### config.mk
export PLATFORM = sky130hd
export DESIGN_NAME = tdc_tap_counter
export DESIGN_NICKNAME = d
export VERILOG_FILES = /design/src/rtl/tdc_tap_pkg.sv /design/src/rtl/tap_sync_mux.sv /design/src/rtl/tdc_tap_counter.sv
export SDC_FILE = /design/constraint.sdc
export NUM_CORES = 1
export LEC_CHECK = 0
export BUFFER_PORTS_ARGS = -buffer_cell sky130_fd_sc_hd__buf_4
export CAP_MARGIN = 5
export CORE_MARGIN = 2
export CORE_UTILIZATION = 35
export DETAILED_ROUTE_END_ITERATION = 10
export PLACE_DENSITY = 0.55
export SYNTH_ARGS = -nofsm -noshare
export SYNTH_HDL_FRONTEND = slang
export SYNTH_SLANG_ARGS = --single-unit
### constraint.sdc
create_clock -name iCLK -period 5 [get_ports iCLK]
set_clock_uncertainty 0.05 [all_clocks]
set_input_delay 0.5 -clock iCLK [delete_from_list [all_inputs] [get_ports iCLK]]
set_output_delay 0.5 -clock iCLK [all_outputs]
set_load 0.01 [all_outputs]
### src/rtl/tdc_tap_pkg.sv
// Shared types and constants for the delay-line tap counter.
package tdc_tap_pkg;

  typedef enum logic [1:0] {
    IDLE,
    ARM,
    COUNT,
    HOLD
  } tap_state_e;

  localparam int unsigned ARM_CYC     = 3;
  localparam int unsigned ARM_CNT_W   = $clog2(ARM_CYC);
  localparam int unsigned SYNC_STAGES = 2;

endpackage

### src/rtl/tap_sync_mux.sv
// Synchronises the asynchronous tap bus, then picks one tap per channel
// through a registered mux.
module tap_sync_mux
  import tdc_tap_pkg::*;
#(
  parameter  int unsigned N_TAPS = 128,
  parameter  int unsigned N_CH   = 4,
  localparam int unsigned SEL_W  = $clog2(N_TAPS)
) (
  input  logic                  clk,
  input  logic                  rst_n,
  input  logic [N_TAPS-1:0]     taps,
  input  logic [N_CH*SEL_W-1:0] sel,
  output logic [N_CH-1:0]       tap_out
);

  logic [SYNC_STAGES-1:0][N_TAPS-1:0] sync_d, sync_q;
  logic [N_CH-1:0]                    mux_d, mux_q;

  always_comb begin
    sync_d    = sync_q;
    sync_d[0] = taps;
    for (int unsigned i = 1; i < SYNC_STAGES; i++) begin
      sync_d[i] = sync_q[i-1];
    end
    mux_d = '0;
    for (int unsigned k = 0; k < N_CH; k++) begin
      mux_d[k] = sync_q[SYNC_STAGES-1][sel[k*SEL_W +: SEL_W]];
    end
  end

  always_ff @(posedge clk) begin
    if (!rst_n) begin
      sync_q <= '0;
      mux_q  <= '0;
    end else begin
      sync_q <= sync_d;
      mux_q  <= mux_d;
    end
  end

  assign tap_out = mux_q;

endmodule

### src/rtl/tdc_tap_counter.sv
// Multi-channel gated tap counter: ARM/COUNT/HOLD measurement engine with
// saturating per-channel accumulators and a valid/ready result port.
module tdc_tap_counter
  import tdc_tap_pkg::*;
#(
  parameter  int unsigned N_TAPS = 128,
  parameter  int unsigned N_CH   = 4,
  parameter  int unsigned GATE_W = 24,
  parameter  int unsigned ACC_W  = 24,
  localparam int unsigned SEL_W  = $clog2(N_TAPS)
) (
  input  logic                  iCLK,
  input  logic                  iRESETn,
  input  logic [N_TAPS-1:0]     iTAPS,
  input  logic [N_CH*SEL_W-1:0] iSEL,
  input  logic [GATE_W-1:0]     iGATE_LEN,
  input  logic                  iEDGE_MODE,
  input  logic                  iCONT,
  input  logic                  iSTART,
  input  logic                  iABORT,
  output logic                  oBUSY,
  output logic                  oRES_VALID,
  input  logic                  iRES_READY,
  output logic [N_CH*ACC_W-1:0] oRES_DATA,
  output logic [N_CH-1:0]       oRES_OVF
);

  tap_state_e                    state_d, state_q;
  logic [ARM_CNT_W-1:0]          arm_cnt_d, arm_cnt_q;
  logic [GATE_W-1:0]             gate_cnt_d, gate_cnt_q;
  logic [N_CH*SEL_W-1:0]         sel_d, sel_q;
  logic [GATE_W-1:0]             gate_len_d, gate_len_q;
  logic                          edge_d, edge_q;
  logic                          cont_d, cont_q;
  logic [N_CH-1:0]               prev_d, prev_q;
  logic [N_CH-1:0][ACC_W-1:0]    acc_d, acc_q;
  logic [N_CH-1:0]               ovf_d, ovf_q;
  logic                          busy_d, busy_q;
  logic                          valid_d, valid_q;
  logic [N_CH-1:0]               tap_mux;
  logic [N_CH-1:0]               inc;
  logic                          latch;

  // The mux selects from the shadow copy so live iSEL changes never
  // disturb a measurement in progress.
  tap_sync_mux #(
    .N_TAPS (N_TAPS),
    .N_CH   (N_CH)
  ) u_sync_mux (
    .clk     (iCLK),
    .rst_n   (iRESETn),
    .taps    (iTAPS),
    .sel     (sel_q),
    .tap_out (tap_mux)
  );

  always_comb begin
    state_d    = state_q;
    arm_cnt_d  = arm_cnt_q;
    gate_cnt_d = gate_cnt_q;
    sel_d      = sel_q;
    gate_len_d = gate_len_q;
    edge_d     = edge_q;
    cont_d     = cont_q;
    prev_d     = prev_q;
    acc_d      = acc_q;
    ovf_d      = ovf_q;
    inc        = '0;
    latch      = 1'b0;

    case (state_q)
      IDLE: begin
        if (iSTART) begin
          state_d = ARM;
          latch   = 1'b1;
        end
      end
      ARM: begin
        acc_d     = '0;
        ovf_d     = '0;
        arm_cnt_d = arm_cnt_q + ARM_CNT_W'(1);
        if (arm_cnt_q == ARM_CNT_W'(ARM_CYC - 1)) begin
          prev_d     = tap_mux;
          gate_cnt_d = gate_len_q;
          state_d    = (gate_len_q != '0) ? COUNT : HOLD;
        end
      end
      COUNT: begin
        for (int unsigned k = 0; k < N_CH; k++) begin
          inc[k] = edge_q ? (tap_mux[k] ^ prev_q[k]) : tap_mux[k];
          if (inc[k]) begin
            if (&acc_q[k]) ovf_d[k] = 1'b1;
            else           acc_d[k] = acc_q[k] + ACC_W'(1);
          end
        end
        prev_d     = tap_mux;
        gate_cnt_d = gate_cnt_q - GATE_W'(1);
        if (gate_cnt_q == GATE_W'(1)) state_d = HOLD;
      end
      HOLD: begin
        if (iRES_READY) begin
          if (cont_q) begin
            state_d = ARM;
            latch   = 1'b1;
          end else begin
            state_d = IDLE;
          end
        end
      end
      default: state_d = IDLE;
    endcase

    if (latch) begin
      sel_d      = iSEL;
      gate_len_d = iGATE_LEN;
      edge_d     = iEDGE_MODE;
      cont_d     = iCONT;
      arm_cnt_d  = '0;
    end

    if (iABORT) state_d = IDLE;

    busy_d  = (state_d != IDLE);
    valid_d = (state_d == HOLD);
  end

  always_ff @(posedge iCLK) begin
    if (!iRESETn) begin
      state_q    <= IDLE;
      arm_cnt_q  <= '0;
      gate_cnt_q <= '0;
      sel_q      <= '0;
      gate_len_q <= '0;
      edge_q     <= 1'b0;
      cont_q     <= 1'b0;
      prev_q     <= '0;
      acc_q      <= '0;
      ovf_q      <= '0;
      busy_q     <= 1'b0;
      valid_q    <= 1'b0;
    end else begin
      state_q    <= state_d;
      arm_cnt_q  <= arm_cnt_d;
      gate_cnt_q <= gate_cnt_d;
      sel_q      <= sel_d;
      gate_len_q <= gate_len_d;
      edge_q     <= edge_d;
      cont_q     <= cont_d;
      prev_q     <= prev_d;
      acc_q      <= acc_d;
      ovf_q      <= ovf_d;
      busy_q     <= busy_d;
      valid_q    <= valid_d;
    end
  end

  assign oBUSY      = busy_q;
  assign oRES_VALID = valid_q;
  assign oRES_DATA  = acc_q;
  assign oRES_OVF   = ovf_q;

endmodule

Word-level counts from Yosys, hierarchy flattened
Index checks and enable logic that the tools add are counted.
- flip-flop bits (word level): 448
- bits of input ports: 187
- output and inout port bits: 102
- logic and storage cells: 119
- add/sub/neg operators: 6
- magnitude comparators: 4
- equal/unequal tests: 19
- mux-type cells: 46
- bitwise operators: 5
- reduce and logical (&&, ||, !) cells: 18
- operators by type and width (cell ; count):
    two-way mux 24 bit ; 9
    one-hot mux 96 bit (2 select lines) ; 1
    adder 24 x 1 -> 24 bit, second input constant ; 4
    AND reduction 24 bit ; 4
    one-hot mux 24 bit (2 select lines) ; 1
    < comparator 7 x 8 -> 1 bit, second input constant ; 4
    binary-select mux 1 bit (select 7 bit) ; 4
    inequality test 2 bit, second input constant ; 13
    equality test 24 x 1 -> 1 bit, second input constant ; 1
    AND reduction 3 bit ; 8
    nonzero test 24 bit ; 1
    subtractor 24 x 1 -> 24 bit, second input constant ; 1
    two-way mux 1 bit ; 21
    one-hot mux 4 bit (2 select lines) ; 2
    two-way mux 2 bit ; 5
    equality test 2 bit, second input constant ; 4
    one-hot mux 2 bit (4 select lines) ; 1
    two-way mux 4 bit ; 1
    nonzero test 2 bit ; 2
    bitwise XOR 1 bit ; 4
    adder 2 x 1 -> 2 bit, second input constant ; 1
    equality test 2 x 1 -> 1 bit, second input constant ; 1
    logical NOT 2 bit ; 1
    one-hot mux 1 bit (2 select lines) ; 1
    other kinds (3) ; 3

Logic depth before layout (Yosys ltp)
- depth after elaboration: 6
- depth in mapped cells: 10
- depth with buffers taken out: 8

Cells and area by module
A second synthesis with hierarchy kept.
- cells, all modules: 2159
- area total of the unflattened synthesis: 20857.5 sq um
- by module, submodules not included (module ; times used ; cells an instance ; area an instance (sq um) ; sequential area each (sq um)):
    tap_sync_mux ; 1 ; 1021 ; 11807.6 ; 5205.0
    tdc_tap_counter ; 1 ; 1138 ; 9049.9 ; 3763.6

Least setup slack after synthesis
Ideal clock, no wire load.
- path type: register -> register
- start: register gate_cnt_q[0]
- end: register gate_cnt_q[22]
- setup time: 0.132 ns
- arrival: 2.234 ns
- required time: 4.818 ns
- setup slack: 2.584 ns
- cell stages (with the launch flop): 9
- buffers on the path: 0
- period minus slack after synthesis: 2.416 ns
- cells stage by stage: dfxtp_1 > inv_1 > ha_1 > nor3b_1 > nand4b_1 > or3_4 > or3_1 > mux2i_1 > a21oi_1
- longest elaborated chain between the ends: 2
- RTL lines (item ; RTL line ; source):
    from (decl) ; tdc_tap_counter.sv:30 ; logic [GATE_W-1:0] gate_cnt_d, gate_cnt_q;
    from (signal assigned) ; tdc_tap_counter.sv:144 ; gate_cnt_q <= gate_cnt_d;
    subtractor 24 x 1 -> 24 bit ; tdc_tap_counter.sv:97 ; gate_cnt_d = gate_cnt_q - GATE_W'(1);
    one-hot mux 24 bit (2 select lines) ; tdc_tap_counter.sv:71 ; case (state_q)
No other way between the ends.
A chain may end at the register's enable or synchronous reset.

Worst setup path in the final report
- start: register state_q[0]
- end: register gate_cnt_q[3]
- longest elaborated chain between the ends: 3
- elaborated cells between the ends (all ways): 6
- classes of those cells: eq/ne (3); mux (1); reduce/logical (2)
- RTL lines (item ; RTL line ; source):
    from (decl) ; tdc_tap_counter.sv:28 ; tap_state_e state_d, state_q;
    from (signal assigned) ; tdc_tap_counter.sv:142 ; state_q <= state_d;
    equality test 2 x 1 -> 1 bit or equality test 2 bit (tied branches) ; tdc_tap_counter.sv:71 ;
    inequality test 2 bit (no source line) or nonzero test 2 bit (tied branches) ; n/a ;
    AND reduction 2 bit (no source line) ; n/a ;
Several ways; a longest one is shown, not always the timed one.

==> flow_summary.toml <==
[synthesis]
yosysSeqAreaShare = 0.440
syn_inst = 2112
synth_seq_cells = 448
synth_area_leaders = "dfxtp_1, mux4_2, and2_1"
synth_nets = 2311
synthArstFlopShare = 0
synth-edff-count = 0
yosysTopAreaCellShare = 0.440
synth-main-ff-cell = "dfxtp_1"
synth.distinct_cells = 69
synth_largest_area_cell = "dfxtp_1"
syn_area_um2 = 20400
ys_warn_count = 0
avgSynthCellArea_um2 = 9.65

[sta]
post-route-min-period_ns = 3.08
relSlewSlack = 0.250
finalHoldViolCount = 0
max_freq_ghz = 0.324
rsz0062_at_grt = "false"
slew_violations = 0
setup_viol = 0
tns_ns = 0
tightest_slew_ns = 1.12
post-route-period-util = 0.617

[floorplan]
rows = 88
start_util = 0.354
ios = 289
die_w_um = 245
dieArea_um2 = 60200
placeableCoreArea_um2 = 57600
die_y_um = 245

[setup_path]
critPathRequiredTime_ns = 5.42
cp-end-kind = "register"
crit_fanout = 29
crit_path_start_kind = "register"
cpPeakStageDelay_ns = 0.87
cpMaxStageDelayCell = "o21a_1"
arrival_ns = 3.51
crit_type = "register to register"
path_cells = "inv_1, ha_2, inv_2, o21a_1, nor2_1, a22oi_1, o21ai_0, and2_1"

[grt]
antenna_found_initial = 0
grt_pass1_wl_um = 91800
grt_max_degree = 137
grt_pass1_vias = 16200
overflow = 0
grt.total_usage = 0.193

[routing]
drt_iter0_drc = 921
vias = 16500
first_pass_iters = 5
wl_per_cell_um = 18.8
drc_errors = 0
via_per_inst = 5.24
antenna_left = 0
wl_um = 59000

[clock_network]
root_buffer = "clkbuf_16"
cts_setup_buffers = 0
htree_levels = 2
cts_buffers = 49
postCtsHoldBufs = 0
clkSlewWorstSetupHoldPaths_ns = 0.06
insertion_delay_ns = 0.60
cts_resized = 0
cts_tree = "done"
cts.sinks = 448
clockBufferDepth = 3

[layout]
final_nets = 2539
final_layout_size_suffix_gt1_frac = 0.227
area_delta_synth_final_pct = 21.7
fill_cells = 5596
antenna_cells = 0
postLayoutCellArea_um2 = 24800

[placement]
io_buffers = 288
place.gp.congestion = 0.868
postPlaceCellArea_um2 = 23200
hpwlAfterDp_um = 42600

[pwr]
powerDensity_nw_per_um2 = 338
p_total_mw = 8.37
leakagePower_nw = 9.37
ir_worst_vdd_uv = 223

[run]
maxCapViolCount = 0

[min_path]
hp-class = "input pin to register"

[status]
status = "complete, no violations"
Yosys cell counts (21+ instances only):
library cell / n
xor2_1: 33
mux4_2: 84
nor2b_1: 27
and2_1: 263
nand4_1: 29
a21boi_0: 70
mux2i_1: 67
nand3_1: 93
nand2_1: 228
dfxtp_1: 448
nor3_1: 52
nor4_1: 23
inv_1: 22
or3_1: 21
nor2_1: 118
o21ai_0: 34
and3_1: 24
a21oi_1: 43
mux2_2: 38
clkbuf_1: 97
buf_2: 26
xnor2_1: 41
a22oi_1: 44
flip-flops by register name (all words and copies together) (netlist names):
signal	cells
arm_cnt_q	2
cont_q	1
edge_q	1
gate_cnt_q	24
gate_len_q	24
oBUSY	1
oRES_DATA	96
oRES_OVF	4
oRES_VALID	1
prev_q	4
sel_q	28
state_q	2
u_sync_mux.sync_d	128
u_sync_mux.sync_q	128
u_sync_mux.tap_out	4
worst max-delay path, delay by kind of cell (launching register included):
| kind | cells | cell delay (ns) |
|---|---|---|
| buf+inv | 2 | 0.42 |
| fa+ha+maj | 1 | 0.37 |
| compound gates | 3 | 1.20 |
| flops | 1 | 0.40 |
| simple gates | 2 | 0.50 |
stage by stage:
| step | instances | worst slack, ns | hold WS [ns] | util |
|---|---|---|---|---|
| 6_report | 3143 | 1.92 | 0.0627 | 0.430 |
| 5_1_grt | 3143 | 1.64 | 0.0366 | 0.430 |
| 4_1_cts | 3143 | 1.98 | 0.0201 | 0.430 |
| 3_5_place_dp | 3054 | 1.96 | 0.368 | 0.402 |
| 3_3_place_gp | 3054 | 2.07 | 0.373 | 0.402 |
| 2_1_floorplan | 2112 | 2.58 | 0.362 | - |
layout make-up:
type / instances / area, um^2 / share of cell area
multi-input combinational: 1507 / 10800 / 0.436
sequential: 448 / 8970 / 0.362
timing repair buffer: 311 / 2340 / 0.0944
clock buffer: 70 / 1430 / 0.0576
tap: 765 / 957 / 0.0386
clock inverter: 19 / 193 / 0.00777
inverter: 23 / 86.3 / 0.00348
layout by cell type (no fill, tap or decap), types with 9 or more instances in the layout:
cell and count:
and3_1 24, and2_1 263, o21ai_0 32, nor4_1 23, inv_1 22, nand2b_1 13
and4_1 11, a21boi_0 70, nor2b_1 27, nand3_1 93, clkbuf_16 51, xnor2_1 41
nor3b_1 9, mux2_2 38, nand4_1 29, nor3_1 52, clkinv_2 9, or2_2 9
ha_1 11, xor2_1 33, nor2_1 117, or3_1 21, mux4_2 84, buf_4 310
a221oi_1 13, a31oi_1 10, nand2_1 228, a22oi_1 44, dfxtp_1 444, o211ai_1 11
mux2i_1 67, a21oi_1 43, clkbuf_1 11
worst paths after layout:
check                              start                     end  slack, ns  depth (start not counted)
setup reg to reg              state_q[0]           gate_cnt_q[3]       1.92                          8
hold reg to reg   u_sync_mux.sync_d[150]  u_sync_mux.sync_q[150]       0.38                          1
setup / recovery              state_q[0]           gate_cnt_q[3]       1.92                          8
hold / removal                iTAPS[120]  u_sync_mux.sync_d[248]       0.06                          2
kinds of logic (layout without fill, tap and decap cells):
family / after synthesis / count (layout) / synth area share
AOI/OAI and AO/OA: 287 / 287 / 0.0992
buffers and inverters: 157 / 423 / 0.0307
DFF: 448 / 448 / 0.440
muxes: 189 / 189 / 0.147
and+or+nand+nor: 945 / 945 / 0.244
adders and majority gates: 12 / 12 / 0.00737
xor gates and xnor gates: 74 / 74 / 0.0318
report_power, final:
part           internal (mW)  total (mW)  switching [mW]
combinational          0.431       0.867           0.436
sequential              3.71        3.89           0.176
clock                   2.14        3.62            1.47
total                   6.29        8.37            2.09
per-layer routing:
| layer | global-route usage | up-vias | routed length, um | part of all wire |
|---|---|---|---|---|
| met5 | 0 | - | 0 | 0 |
| li1 | - | 7929 | - | - |
| met1 | 0.254 | 7898 | 26100 | 0.44 |
| met4 | 0.0694 | 0 | 1700 | 0.029 |
| met3 | 0.0294 | 101 | 3340 | 0.056 |
| met2 | 0.321 | 527 | 27900 | 0.47 |
No activity file was read; power rests on OpenSTA's default activity.
